File: src/rtl/dmem_dump_pkg.sv
// Shared definitions for the data memory with clear sweep and dump port.
package dmem_dump_pkg;

    localparam int DATA_W_DEF = 8;
    localparam int ADDR_W_DEF = 4;

    typedef enum logic [1:0] {
        ST_CLEAR = 2'd0,
        ST_IDLE  = 2'd1,
        ST_DUMP  = 2'd2
    } state_t;

endpackage

File: src/rtl/dmem_array.sv
// DEPTH x DATA_W register array: one synchronous write port, two asynchronous read ports.
module dmem_array #(
    parameter int DATA_W = 8,
    parameter int ADDR_W = 4
) (
    input  logic              clk,
    input  logic              we,
    input  logic [ADDR_W-1:0] waddr,
    input  logic [DATA_W-1:0] wdata,
    input  logic [ADDR_W-1:0] raddr_a,
    input  logic [ADDR_W-1:0] raddr_b,
    output logic [DATA_W-1:0] rdata_a,
    output logic [DATA_W-1:0] rdata_b
);

    localparam int DEPTH = 2 ** ADDR_W;

    logic [DATA_W-1:0] mem_r [DEPTH];

    // Storage write; reads below see the pre-edge contents (read-before-write)
    always_ff @(posedge clk) begin
        if (we) begin
            mem_r[waddr] <= wdata;
        end
    end

    assign rdata_a = mem_r[raddr_a];
    assign rdata_b = mem_r[raddr_b];

endmodule

File: src/rtl/dmem_dump.sv
// Data memory with post-reset clear sweep, registered core read port and
// a valid/ready dump stream that runs alongside core accesses.
module dmem_dump
    import dmem_dump_pkg::*;
#(
    parameter int DATA_W = DATA_W_DEF,
    parameter int ADDR_W = ADDR_W_DEF
) (
    input  logic              clk,
    input  logic              rst_n,
    input  logic              E,
    input  logic              WE,
    input  logic [ADDR_W-1:0] Addr,
    input  logic [DATA_W-1:0] DataIn,
    output logic [DATA_W-1:0] DataOut,
    output logic              DataValid,
    output logic              Ready,
    input  logic              DumpStart,
    input  logic [ADDR_W-1:0] DumpFirst,
    input  logic [ADDR_W-1:0] DumpLast,
    output logic              DumpBusy,
    output logic [DATA_W-1:0] PrintOut,
    output logic              PrintValid,
    input  logic              PrintReady,
    output logic              PrintLast
);

    localparam logic [ADDR_W-1:0] ADDR_ONE = ADDR_W'(1);

    state_t            state_r;
    logic [ADDR_W-1:0] clr_ptr_r;
    logic              ready_r;
    logic [ADDR_W-1:0] dump_ptr_r;
    logic [ADDR_W-1:0] dump_last_r;
    logic              busy_r;
    logic [DATA_W-1:0] print_out_r;
    logic              print_valid_r;
    logic              print_last_r;
    logic [DATA_W-1:0] data_out_r;
    logic              data_valid_r;

    logic              core_wr_s;
    logic              core_rd_s;
    logic              mem_we_s;
    logic [ADDR_W-1:0] mem_waddr_s;
    logic [DATA_W-1:0] mem_wdata_s;
    logic [DATA_W-1:0] core_rdata_s;
    logic [DATA_W-1:0] dump_rdata_s;

    // Write-port arbitration: the clear sweep owns the port until Ready
    always_comb begin
        core_wr_s = ready_r & E & WE;
        core_rd_s = ready_r & E & ~WE;
        if (state_r == ST_CLEAR) begin
            mem_we_s    = 1'b1;
            mem_waddr_s = clr_ptr_r;
            mem_wdata_s = {DATA_W{1'b0}};
        end else begin
            mem_we_s    = core_wr_s;
            mem_waddr_s = Addr;
            mem_wdata_s = DataIn;
        end
    end

    dmem_array #(
        .DATA_W (DATA_W),
        .ADDR_W (ADDR_W)
    ) u_array (
        .clk     (clk),
        .we      (mem_we_s),
        .waddr   (mem_waddr_s),
        .wdata   (mem_wdata_s),
        .raddr_a (Addr),
        .raddr_b (dump_ptr_r),
        .rdata_a (core_rdata_s),
        .rdata_b (dump_rdata_s)
    );

    // Core read register: DataOut holds between reads, DataValid is a one-cycle flag
    always_ff @(posedge clk) begin
        if (!rst_n) begin
            data_out_r   <= {DATA_W{1'b0}};
            data_valid_r <= 1'b0;
        end else if (core_rd_s) begin
            data_out_r   <= core_rdata_s;
            data_valid_r <= 1'b1;
        end else begin
            data_valid_r <= 1'b0;
        end
    end

    // Clear sweep and dump FSM with registered stream outputs
    always_ff @(posedge clk) begin
        if (!rst_n) begin
            state_r       <= ST_CLEAR;
            clr_ptr_r     <= {ADDR_W{1'b0}};
            ready_r       <= 1'b0;
            dump_ptr_r    <= {ADDR_W{1'b0}};
            dump_last_r   <= {ADDR_W{1'b0}};
            busy_r        <= 1'b0;
            print_out_r   <= {DATA_W{1'b0}};
            print_valid_r <= 1'b0;
            print_last_r  <= 1'b0;
        end else begin
            case (state_r)
                ST_CLEAR: begin
                    clr_ptr_r <= clr_ptr_r + ADDR_ONE;
                    if (&clr_ptr_r) begin
                        state_r <= ST_IDLE;
                        ready_r <= 1'b1;
                    end
                end
                ST_IDLE: begin
                    if (DumpStart) begin
                        dump_ptr_r  <= DumpFirst;
                        dump_last_r <= DumpLast;
                        busy_r      <= 1'b1;
                        state_r     <= ST_DUMP;
                    end
                end
                ST_DUMP: begin
                    if (print_valid_r & PrintReady & print_last_r) begin
                        print_valid_r <= 1'b0;
                        print_last_r  <= 1'b0;
                        busy_r        <= 1'b0;
                        state_r       <= ST_IDLE;
                    end else if (!print_valid_r | PrintReady) begin
                        // Pointer wraps naturally modulo DEPTH
                        print_out_r   <= dump_rdata_s;
                        print_valid_r <= 1'b1;
                        print_last_r  <= (dump_ptr_r == dump_last_r);
                        dump_ptr_r    <= dump_ptr_r + ADDR_ONE;
                    end
                end
                default: begin
                    state_r       <= ST_CLEAR;
                    clr_ptr_r     <= {ADDR_W{1'b0}};
                    ready_r       <= 1'b0;
                    busy_r        <= 1'b0;
                    print_valid_r <= 1'b0;
                    print_last_r  <= 1'b0;
                end
            endcase
        end
    end

    assign DataOut    = data_out_r;
    assign DataValid  = data_valid_r;
    assign Ready      = ready_r;
    assign DumpBusy   = busy_r;
    assign PrintOut   = print_out_r;
    assign PrintValid = print_valid_r;
    assign PrintLast  = print_last_r;

endmodule
File: config.mk
export PLATFORM = sky130hd
export DESIGN_NAME = dmem_dump
export DESIGN_NICKNAME = d
export VERILOG_FILES = /design/src/rtl/dmem_dump_pkg.sv /design/src/rtl/dmem_array.sv /design/src/rtl/dmem_dump.sv
export SDC_FILE = /design/constraint.sdc
export NUM_CORES = 1
export LEC_CHECK = 0
export CAP_MARGIN = 5
export CORE_ASPECT_RATIO = 1.4
export CORE_MARGIN = 2
export CORE_UTILIZATION = 55
export CTS_CLUSTER_SIZE = 14
export DETAILED_ROUTE_END_ITERATION = 16
export GPL_TIMING_DRIVEN = 1
export PLACE_DENSITY = 0.85
export SLEW_MARGIN = 40
export SYNTH_ARGS = -nofsm -noshare
export SYNTH_HDL_FRONTEND = slang
export SYNTH_SLANG_ARGS = --single-unit
File: constraint.sdc
create_clock -name clk -period 4.58 [get_ports clk]
set_clock_uncertainty 0.05 [all_clocks]
set_input_delay 1.374 -clock clk [delete_from_list [all_inputs] [get_ports clk]]
set_output_delay 1.374 -clock clk [all_outputs]
set_load 0.1 [all_outputs]
==> impl_metrics.py <==
metrics = {
    "power": {
        "netSwitchingPower_mw": 0.929,
        "internal_power_mw": 2.74,
        "p_sw_frac": 0.253,
        "worst_ir_drop_vdd_mv": 0.193,
        "power_frac_seq": 0.493,
        "clkPwrFrac": 0.366,
        "power.density_nw_per_um2": 418,
        "comb_power_share": 0.141,
        "leakage_nw": 3.03,
    },
    "placement": {
        "dp_cells": 708,
        "gp_congestion": 0.981,
        "dp_hpwl_um": 13500,
        "numPortBuffers": 46,
    },
    "sta": {
        "fmax_mhz": 296,
        "setup-violations-final": 0,
        "worst_slew_pin_slew_ns": 0.852,
        "relSlewSlack": 0.430,
        "min_period_over_period": 0.739,
        "period_minus_slack_ns": 3.38,
        "final_max_slew_viol_count": 0,
        "hold_viol": 0,
        "tns_ns": 0,
        "rsz0062_at_grt": "no",
    },
    "route": {
        "totalWireLength_um": 19700,
        "wl_met2_um": 10400,
        "drcViolationCount": 0,
        "drt-met1-wl_um": 6660,
        "drt_iter0_drc": 493,
        "wl_met3_um": 1800,
        "vias": 4878,
        "ant_nets": 0,
        "viasPerCell": 6.61,
        "top_layer": "met4",
        "firstDrtPassIters": 6,
        "wl_per_cell_um": 26.7,
    },
    "worst_setup_path": {
        "crit_fanout": 8,
        "r2r_start": "state_r[0]$_SDFFE_PN0P_",
        "reg2reg_slack_ns": 1.79,
        "r2r-end": "u_array.mem_r[5][1]$_DFFE_PP_",
        "r2r_cells": 5,
        "critPathLaunchType": "input pin",
        "cp.arrival_ns": 3.37,
        "critPathKind": "in2reg",
        "cp-end-kind": "flop",
        "crit_required_ns": 4.57,
    },
    "job": {
        "maxCapViolations": 0,
    },
    "cts": {
        "cts_root_buf": "clkbuf_16",
        "h-tree-depth": 4,
        "cts_num_sinks": 163,
        "cts_buffers": 17,
        "clkLatencyLatePin_ns": 0.42,
        "clk_pin_slew_ns": 0.06,
        "clock_path_buffers": 2,
        "cts-resized-gates": 0,
        "cts_tree": "built",
        "holdBufCountCts": 0,
        "postCtsSetupRepairBufs": 0,
    },
    "floorplan": {
        "core-area_um2": 13800,
        "die-area_um2": 14900,
        "start_util": 0.556,
        "rows": 51,
        "die_x_um": 104,
        "ios": 47,
        "die-height_um": 144,
    },
    "grt": {
        "grt_pass1_vias": 5014,
        "grt_max_degree": 33,
        "grt_use_total": 0.274,
        "grt_pass1_wl_um": 29500,
        "globalRoute.totalOverflow": 0,
        "antenna_found_initial": 0,
    },
    "logic_synthesis": {
        "ys_ff_latch": 163,
        "syn_nets": 529,
        "yosysSeqAreaShare": 0.593,
        "synth_area_um2": 7660,
        "synthFlopType": "edfxtp_1",
        "synthArstFlopShare": 0,
        "yosysUniqueCellTypes": 49,
        "postSynthAreaPerCell_um2": 15.5,
        "synth-edff-count": 128,
        "synthCells": 494,
        "yosysWarnings": 0,
    },
    "layout": {
        "drive_gt1_frac": 0.264,
        "layout.area.seq_um2": 4550,
        "fill_cells": 957,
        "area_delta_synth_final_pct": 14.6,
        "multi_input_area_um2": 2960,
        "final_cell_mix": "edfxtp_1, mux4_2, mux2i_1",
        "nets": 577,
        "final_cells": 738,
        "final_common_cell": "edfxtp_1",
        "n_antenna_cell": 0,
    },
    "min_path": {
        "min_path_type": "reg2reg",
        "min-delay-start": "dump_last_r[3]$_SDFFE_PN0P_",
        "whs_path_depth": 2,
        "min_to": "dump_last_r[3]$_SDFFE_PN0P_",
    },
    "status": {
        "status": "completed",
    },
}
==> Yosys cell counts, types with 2 or more instances <==
library cell,count,area (µm²)
edfxtp_1,128,3840
mux4_2,50,1130
nor2_1,41,154
mux2i_1,39,390
dfxtp_1,35,701
nand2_1,25,93.8
clkbuf_1,15,56.3
a21oi_1,13,65.1
nor2b_1,12,75.1
nand3_1,11,55.1
inv_1,10,37.5
mux2_2,10,113
a32oi_1,9,78.8
ha_1,9,113
a221o_1,8,80.1
nand2b_1,8,50.1
o21ai_0,7,35.0
a22oi_1,6,45.0
buf_2,6,30.0
mux4_1,6,158
buf_4,5,37.5
o2111ai_1,4,35.0
xor2_1,4,35.0
o211ai_1,3,22.5
a211oi_1,2,15.0
a31oi_1,2,12.5
and2_1,2,12.5
buf_1,2,7.51
o21a_1,2,15.0
==> through the flow <==
| stage | hold slack [ns] | power [mW] | setup slack, ns | cell area [µm²] | util |
|---|---|---|---|---|---|
| floorplan | 0.398 | 2.14 | 1.49 | 7660 | - |
| global placement | 0.408 | 2.30 | 0.712 | 8290 | 0.601 |
| detailed placement | 0.411 | 2.34 | 0.808 | 8220 | 0.596 |
| CTS | 0.431 | 3.67 | 1.23 | 8770 | 0.636 |
| global route | 0.464 | 3.76 | 1.11 | 8780 | 0.637 |
| finish | 0.430 | 3.67 | 1.20 | 8780 | 0.637 |
==> registers in the layout (all words and copies together), names as in the netlist <==
register / cells
u_array.mem_r: 128
DataOut: 8
PrintOut: 8
clr_ptr_r: 4
dump_last_r: 4
dump_ptr_r: 4
state_r: 2
DataValid: 1
DumpBusy: 1
PrintLast: 1
PrintValid: 1
Ready: 1
==> worst max-delay path by stage <==
| stage | from | to | cells after the start |
|---|---|---|---|
| floorplan | Addr[0] | u_array.mem_r[15][0]$_DFFE_PP_ | 6 |
| global placement | rst_n | DataOut[6]$_SDFFE_PN0P_ | 5 |
| detailed placement | Addr[1] | u_array.mem_r[15][0]$_DFFE_PP_ | 5 |
| CTS | Addr[1] | u_array.mem_r[15][3]$_DFFE_PP_ | 5 |
| global route | rst_n | DataOut[3]$_SDFFE_PN0P_ | 5 |
| finish | E | u_array.mem_r[5][1]$_DFFE_PP_ | 5 |
==> critical path, cell delays in order <==
cell and delay, ns:
clkdlybuf4s50_1 0.53, nand4_1 0.10, o21ai_0 0.41, nand2_1 0.24, nor2_1 0.71
==> area by class of cell <==
type,instances,share of cell area
repair buffers,60,0.0519
multi-input cells,289,0.337
well taps,185,0.0264
flip-flops and latches,163,0.518
clock inverters,11,0.0130
inverters,11,0.00470
clock buffers,19,0.0493
==> power groups by stage <==
stage / combinational [mW] / clock [mW] / sequential [mW]
floorplan: 0.343 / 0 / 1.80
global placement: 0.477 / 0 / 1.83
detailed placement: 0.500 / 0 / 1.84
CTS: 0.506 / 1.35 / 1.81
global route: 0.544 / 1.40 / 1.82
finish: 0.517 / 1.34 / 1.81
==> cell families after synthesis <==
family                   after synthesis  share of synthesized area
flip-flops                           163                      0.593
AND/OR/NAND/NOR                      107                     0.0653
multiplexers                         105                      0.233
AO/OA/AOI/OAI                         64                     0.0622
buffers and inverters                 42                     0.0273
adder cells (fa/ha/maj)                9                     0.0147
XOR/XNOR                               4                    0.00457
==> layer usage <==
metal | track usage | vias up
li1 | - | 2065
met1 | 0.295 | 2428
met2 | 0.508 | 319
met3 | 0.0626 | 66
met4 | 0.139 | 0
met5 | 0 | -
Power figures use the tool's default switching activity.
